===== config.mk =====
export PLATFORM = sky130hd
export DESIGN_NAME = sram_rr_arbiter
export DESIGN_NICKNAME = d
export VERILOG_FILES = /design/src/rtl/sram_rr_arbiter.sv
export SDC_FILE = /design/constraint.sdc
export NUM_CORES = 1
export LEC_CHECK = 0
export CAP_MARGIN = 30
export CORE_AREA = 2 2 112 114
export DETAILED_ROUTE_END_ITERATION = 16
export DIE_AREA = 0 0 114 116
export PLACE_DENSITY = 0.68
export SETUP_SLACK_MARGIN = 0.5
export SLEW_MARGIN = 20
export SYNTH_ARGS = -nofsm -noshare
export SYNTH_HDL_FRONTEND = slang
export SYNTH_SLANG_ARGS = --single-unit

===== constraint.sdc =====
create_clock -name clk -period 4.83 [get_ports clk]
set_input_delay 0.966 -clock clk [delete_from_list [all_inputs] [get_ports clk]]
set_output_delay 0.966 -clock clk [all_outputs]
set_load 0.01 [all_outputs]

===== src/rtl/sram_rr_arbiter.sv =====
// sram_rr_arbiter
//   Shares one single-port synchronous SRAM (1-cycle read latency) among NREQ
//   requesters. Round-robin arbitration with an optional per-requester burst
//   lock. At most one memory access is issued per cycle, and read data is routed
//   back to the requester that issued the read.
//
// Ports
//   clk, rst          clock; synchronous active-high reset
//   req/lock/we       per-requester request, lock-hold and write-select
//   addr/wdata        flattened per-requester address / write data
//   gnt               one-hot grant; the access happens in this cycle
//   rvalid/rdata      one-hot read-return strobe; shared read data bus
//   mem_*             single-port memory interface (read data one cycle later)
module sram_rr_arbiter #(
  parameter int NREQ = 4,
  parameter int AW   = 8,
  parameter int DW   = 32
) (
  input  logic              clk,
  input  logic              rst,
  input  logic [NREQ-1:0]   req,
  input  logic [NREQ-1:0]   lock,
  input  logic [NREQ-1:0]   we,
  input  logic [NREQ*AW-1:0] addr,
  input  logic [NREQ*DW-1:0] wdata,
  output logic [NREQ-1:0]   gnt,
  output logic [NREQ-1:0]   rvalid,
  output logic [DW-1:0]     rdata,
  output logic              mem_en,
  output logic              mem_we,
  output logic [AW-1:0]     mem_addr,
  output logic [DW-1:0]     mem_wdata,
  input  logic [DW-1:0]     mem_rdata
);

  localparam int PW = (NREQ > 1) ? $clog2(NREQ) : 1;
  // One extra bit so that ptr+offset can exceed NREQ-1 before the wrap.
  localparam int SW = PW + 1;
  localparam logic [PW-1:0] LAST = PW'(NREQ - 1);

  logic [PW-1:0]   prio_ptr_reg, prio_ptr_next;
  logic            locked_reg, locked_next;
  logic [PW-1:0]   lock_owner_reg, lock_owner_next;
  logic [NREQ-1:0] rd_owner_reg, rd_owner_next;

  logic [AW-1:0]   addr_arr  [NREQ];
  logic [DW-1:0]   wdata_arr [NREQ];

  genvar gi;
  generate
    for (gi = 0; gi < NREQ; gi++) begin : g_unpack
      assign addr_arr[gi]  = addr[gi*AW +: AW];
      assign wdata_arr[gi] = wdata[gi*DW +: DW];
    end
  endgenerate

  logic [NREQ-1:0] gnt_c;
  logic [PW-1:0]   win_c;
  logic            found_c;
  logic [SW-1:0]   scan_sum;
  logic [PW-1:0]   scan_idx;

  // Grant selection. A held lock wins outright; otherwise scan from prio_ptr
  // upward with wrap. The wrap is a conditional subtract, so an index >= NREQ
  // is never produced even when NREQ is not a power of two.
  always_comb begin
    gnt_c    = '0;
    win_c    = '0;
    found_c  = 1'b0;
    scan_sum = '0;
    scan_idx = '0;
    if (!rst) begin
      if (locked_reg && req[lock_owner_reg]) begin
        gnt_c[lock_owner_reg] = 1'b1;
        win_c                 = lock_owner_reg;
      end else begin
        for (int k = 0; k < NREQ; k++) begin
          scan_sum = {1'b0, prio_ptr_reg} + SW'(k);
          if (scan_sum >= SW'(NREQ)) begin
            scan_sum = scan_sum - SW'(NREQ);
          end
          scan_idx = scan_sum[PW-1:0];
          if (!found_c && req[scan_idx]) begin
            found_c         = 1'b1;
            gnt_c[scan_idx] = 1'b1;
            win_c           = scan_idx;
          end
        end
      end
    end
  end

  logic any_gnt;
  assign any_gnt = |gnt_c;

  assign gnt       = gnt_c;
  assign mem_en    = any_gnt;
  assign mem_we    = any_gnt & we[win_c];
  assign mem_addr  = any_gnt ? addr_arr[win_c]  : '0;
  assign mem_wdata = any_gnt ? wdata_arr[win_c] : '0;

  // rd_owner still holds a pre-reset read during the first reset cycle; mask
  // it so a read in flight at reset never returns.
  assign rvalid = rst ? '0 : rd_owner_reg;
  assign rdata  = mem_rdata;

  always_comb begin
    prio_ptr_next   = prio_ptr_reg;
    lock_owner_next = lock_owner_reg;
    if (any_gnt) begin
      prio_ptr_next   = (win_c == LAST) ? '0 : win_c + PW'(1);
      lock_owner_next = win_c;
    end
    // Lock persists only while the winner keeps lock asserted. A dropped
    // request from the owner lets another requester win via RR, and that
    // winner's own lock bit then decides.
    locked_next   = any_gnt & lock[win_c];
    rd_owner_next = (any_gnt && !we[win_c]) ? gnt_c : '0;
  end

  always_ff @(posedge clk) begin
    if (rst) begin
      prio_ptr_reg   <= '0;
      locked_reg     <= 1'b0;
      lock_owner_reg <= '0;
      rd_owner_reg   <= '0;
    end else begin
      prio_ptr_reg   <= prio_ptr_next;
      locked_reg     <= locked_next;
      lock_owner_reg <= lock_owner_next;
      rd_owner_reg   <= rd_owner_next;
    end
  end

endmodule


==> impl_metrics.yaml <==
die:
  die_h_um: 116
  die_w_um: 114
  die_area_um2: 13200
  io_pins: 288
  rows: 40
  start_util: 0.243
  coreArea_um2: 11900
clock_tree:
  cts_inserted_buffers: 3
  cts_htree_levels: 1
  clock_latency_ps: 230
  clk_path_buf_depth: 2
  cts_sinks: 9
  cts_tree: "done"
  clockRootBuffer: "clkbuf_16"
  clk_pin_slew_ps: 40
timing:
  period_share: 0.900
  grt_setup_unrepaired: "true"
  holdWs_ps: 577
  fin_tns_setup_ps: 0
  max-slew-margin-rel: 0.722
  setup_viol: 0
  period_minus_slack_ps: 4350
  final-max-slew-violation-count: 0
  tightest_slew_ps: 408
  skew_ps: 1.10
  setup_ws_ps: 482
  hold_viol: 0
  fmax_mhz: 230
synth:
  synth_fp_nets: 569
  synth.distinct_cells: 38
  synth_commonest_cells: "48 x nand2_1, 47 x mux2i_1, 46 x a21oi_1"
  synth_edf_count: 0
  syn_area_per_cell_um2: 8.17
  netlist.area_leader.share: 0.171
  async_flop_share: 0
  ys_warn_count: 0
  yosysMostFrequentCell: "nand2_1"
  synth_seq_cells: 9
  syn-cell-area_um2: 2890
  synth_area_leader_cell: "a221oi_2"
  ys.flop_type: "dfxtp_1"
  synth_area_leaders: "a221oi_2 17%, mux2i_1 16%, buf_4 10%"
  synth_cells: 354
  synth_sequential_area_ratio: 0.0623
hold_path:
  min_path_type: "flip-flop to flip-flop"
  worstHoldPathCells: 2
critical_path:
  path_max_fanout: 6
  crit_cells: 12
  critPathSlowestCell: "mux4_2"
  required_ps: 3860
  path_cells: "buf_8, mux4_2, buf_6, a31o_4, a221oi_4, o31ai_4, nor4_4, and2_4, buf_12, clkbuf_16, a221oi_2, buf_2"
  path_class: "input pin to output pin"
  worstPathArrival_ps: 3380
  worstSetupEndpointType: "output pin"
  critical-path-top-delay-family: "buffers and inverters"
  path_buf_inv: 5
  reg2regPathDepth: 12
  cp-start-kind: "input pin"
  cpPeakStageDelay_ps: 520
routing:
  drtAntennaViolNets: 0
  vias_per_cell: 5.14
  drt_iter0_drc: 176
  first_pass_iters: 4
  drc_errors: 0
  vias: 3700
  wirelength_um: 13900
  wire_per_inst_um: 19.2
global_route:
  antenna_found_initial: 1
  grt_usage: 0.192
  gr-total-overflow: 0
  grt_pass1_wl_um: 20200
  grt_max_degree: 43
  grt_pass1_vias: 3877
finish:
  largest_reg_flops: 4
  fin_cells: 720
  fillers: 1186
  multi_input_comb_area_um2: 2450
  nets: 788
  syn2layout_area_growth_pct: 97.5
  regArea_um2: 180
  post_route_cells_drive_above_1_share: 0.329
pwr:
  irDropWorstVdd_mv: 0.402
  power.leakage_uw: 0.00217
  power_uw: 3790
  powerDensity_nw_per_um2: 664
place:
  gp_congestion: 0.852
  dp_slack_ps: -500
  dp_cells: 695
  portBuffers: 223
  hpwl_um: 10300
flow_run:
  max_cap_violations: 0
outcome:
  outcome: "complete, no violations"
## worst paths after layout
path,start,to,slack [ps]
setup / recovery,req[3],mem_wdata[25],480
hold / removal,lock_owner_reg[1],lock_owner_reg[1],580
setup reg to reg,prio_ptr_reg[1],lock_owner_reg[0],1440
hold reg to reg,lock_owner_reg[1],lock_owner_reg[1],580
## power breakdown
part | internal, uW | switching [uW]
clock | 110 | 35.5
combinational | 1820 | 1700
sequential | 103 | 18.4
## repair_timing
item | 4_1_cts | 5_1_grt
buffers inserted | 11 | 2
pin swaps | 8 | 4
cloned | 4 | 3
setup endpoints to repair | 46 | 42
gates resized for setup | 220 | 37
hold buffers | 0 | 0
## metrics by stage
stage	cell area [um2]	util
floorplan	2890	-
finish	5710	0.479
detailed placement	5230	0.439
CTS	5440	0.457
global placement	5230	0.439
global route	5710	0.479
## cells in the final DEF (no fill, tap or decap), types with 2 or more instances in the layout
cell,instances
nand4_1,3
mux2_1,2
o21ai_0,2
nand2_1,47
buf_2,39
a221oi_2,42
mux2_2,4
mux4_2,6
mux2i_1,45
buf_8,2
nand2b_1,8
buf_16,3
buf_4,36
nor2b_1,9
mux2i_2,2
a31o_1,2
clkdlybuf4s50_1,177
nand3_4,2
nor2_1,8
a221oi_4,2
a21oi_2,4
dfxtp_1,9
nand3_1,2
a21oi_1,41
buf_12,9
and2_1,2
ha_1,8
inv_1,5
o22ai_1,4
o31ai_4,3
clkbuf_16,6
buf_6,13
## layout make-up
type | count | area share
antenna | 1 | 0.000438
clock buffer | 4 | 0.0138
inverter | 7 | 0.00592
multi-input combinational | 269 | 0.429
sequential | 9 | 0.0316
tap | 147 | 0.0322
timing repair buffer | 283 | 0.488
## worst min-delay path: stages, from the launching register on
cell     delay (ps)
dfxtp_1         360
inv_1           100
o22ai_1          70
## logic make-up (layout without fill, tap and decap cells)
kind of cell,after synthesis,count (layout),share of synthesized area
AND/OR/NAND/NOR,91,91,0.155
buffers and inverters,76,294,0.177
multiplexers,59,59,0.233
adder cells (fa/ha/maj),9,9,0.0389
AO/OA/AOI/OAI,110,110,0.334
other,0,1,0
flip-flops,9,9,0.0623
## layer usage
layer / share of wire / track usage / up-vias
met5: 0 / 0 / -
met4: 0.023 / 0.0488 / 0
met3: 0.066 / 0.0371 / 31
met2: 0.53 / 0.360 / 169
met1: 0.39 / 0.223 / 1749
li1: - / - / 1751
Note: power is estimated with default switching activity, not from simulation.
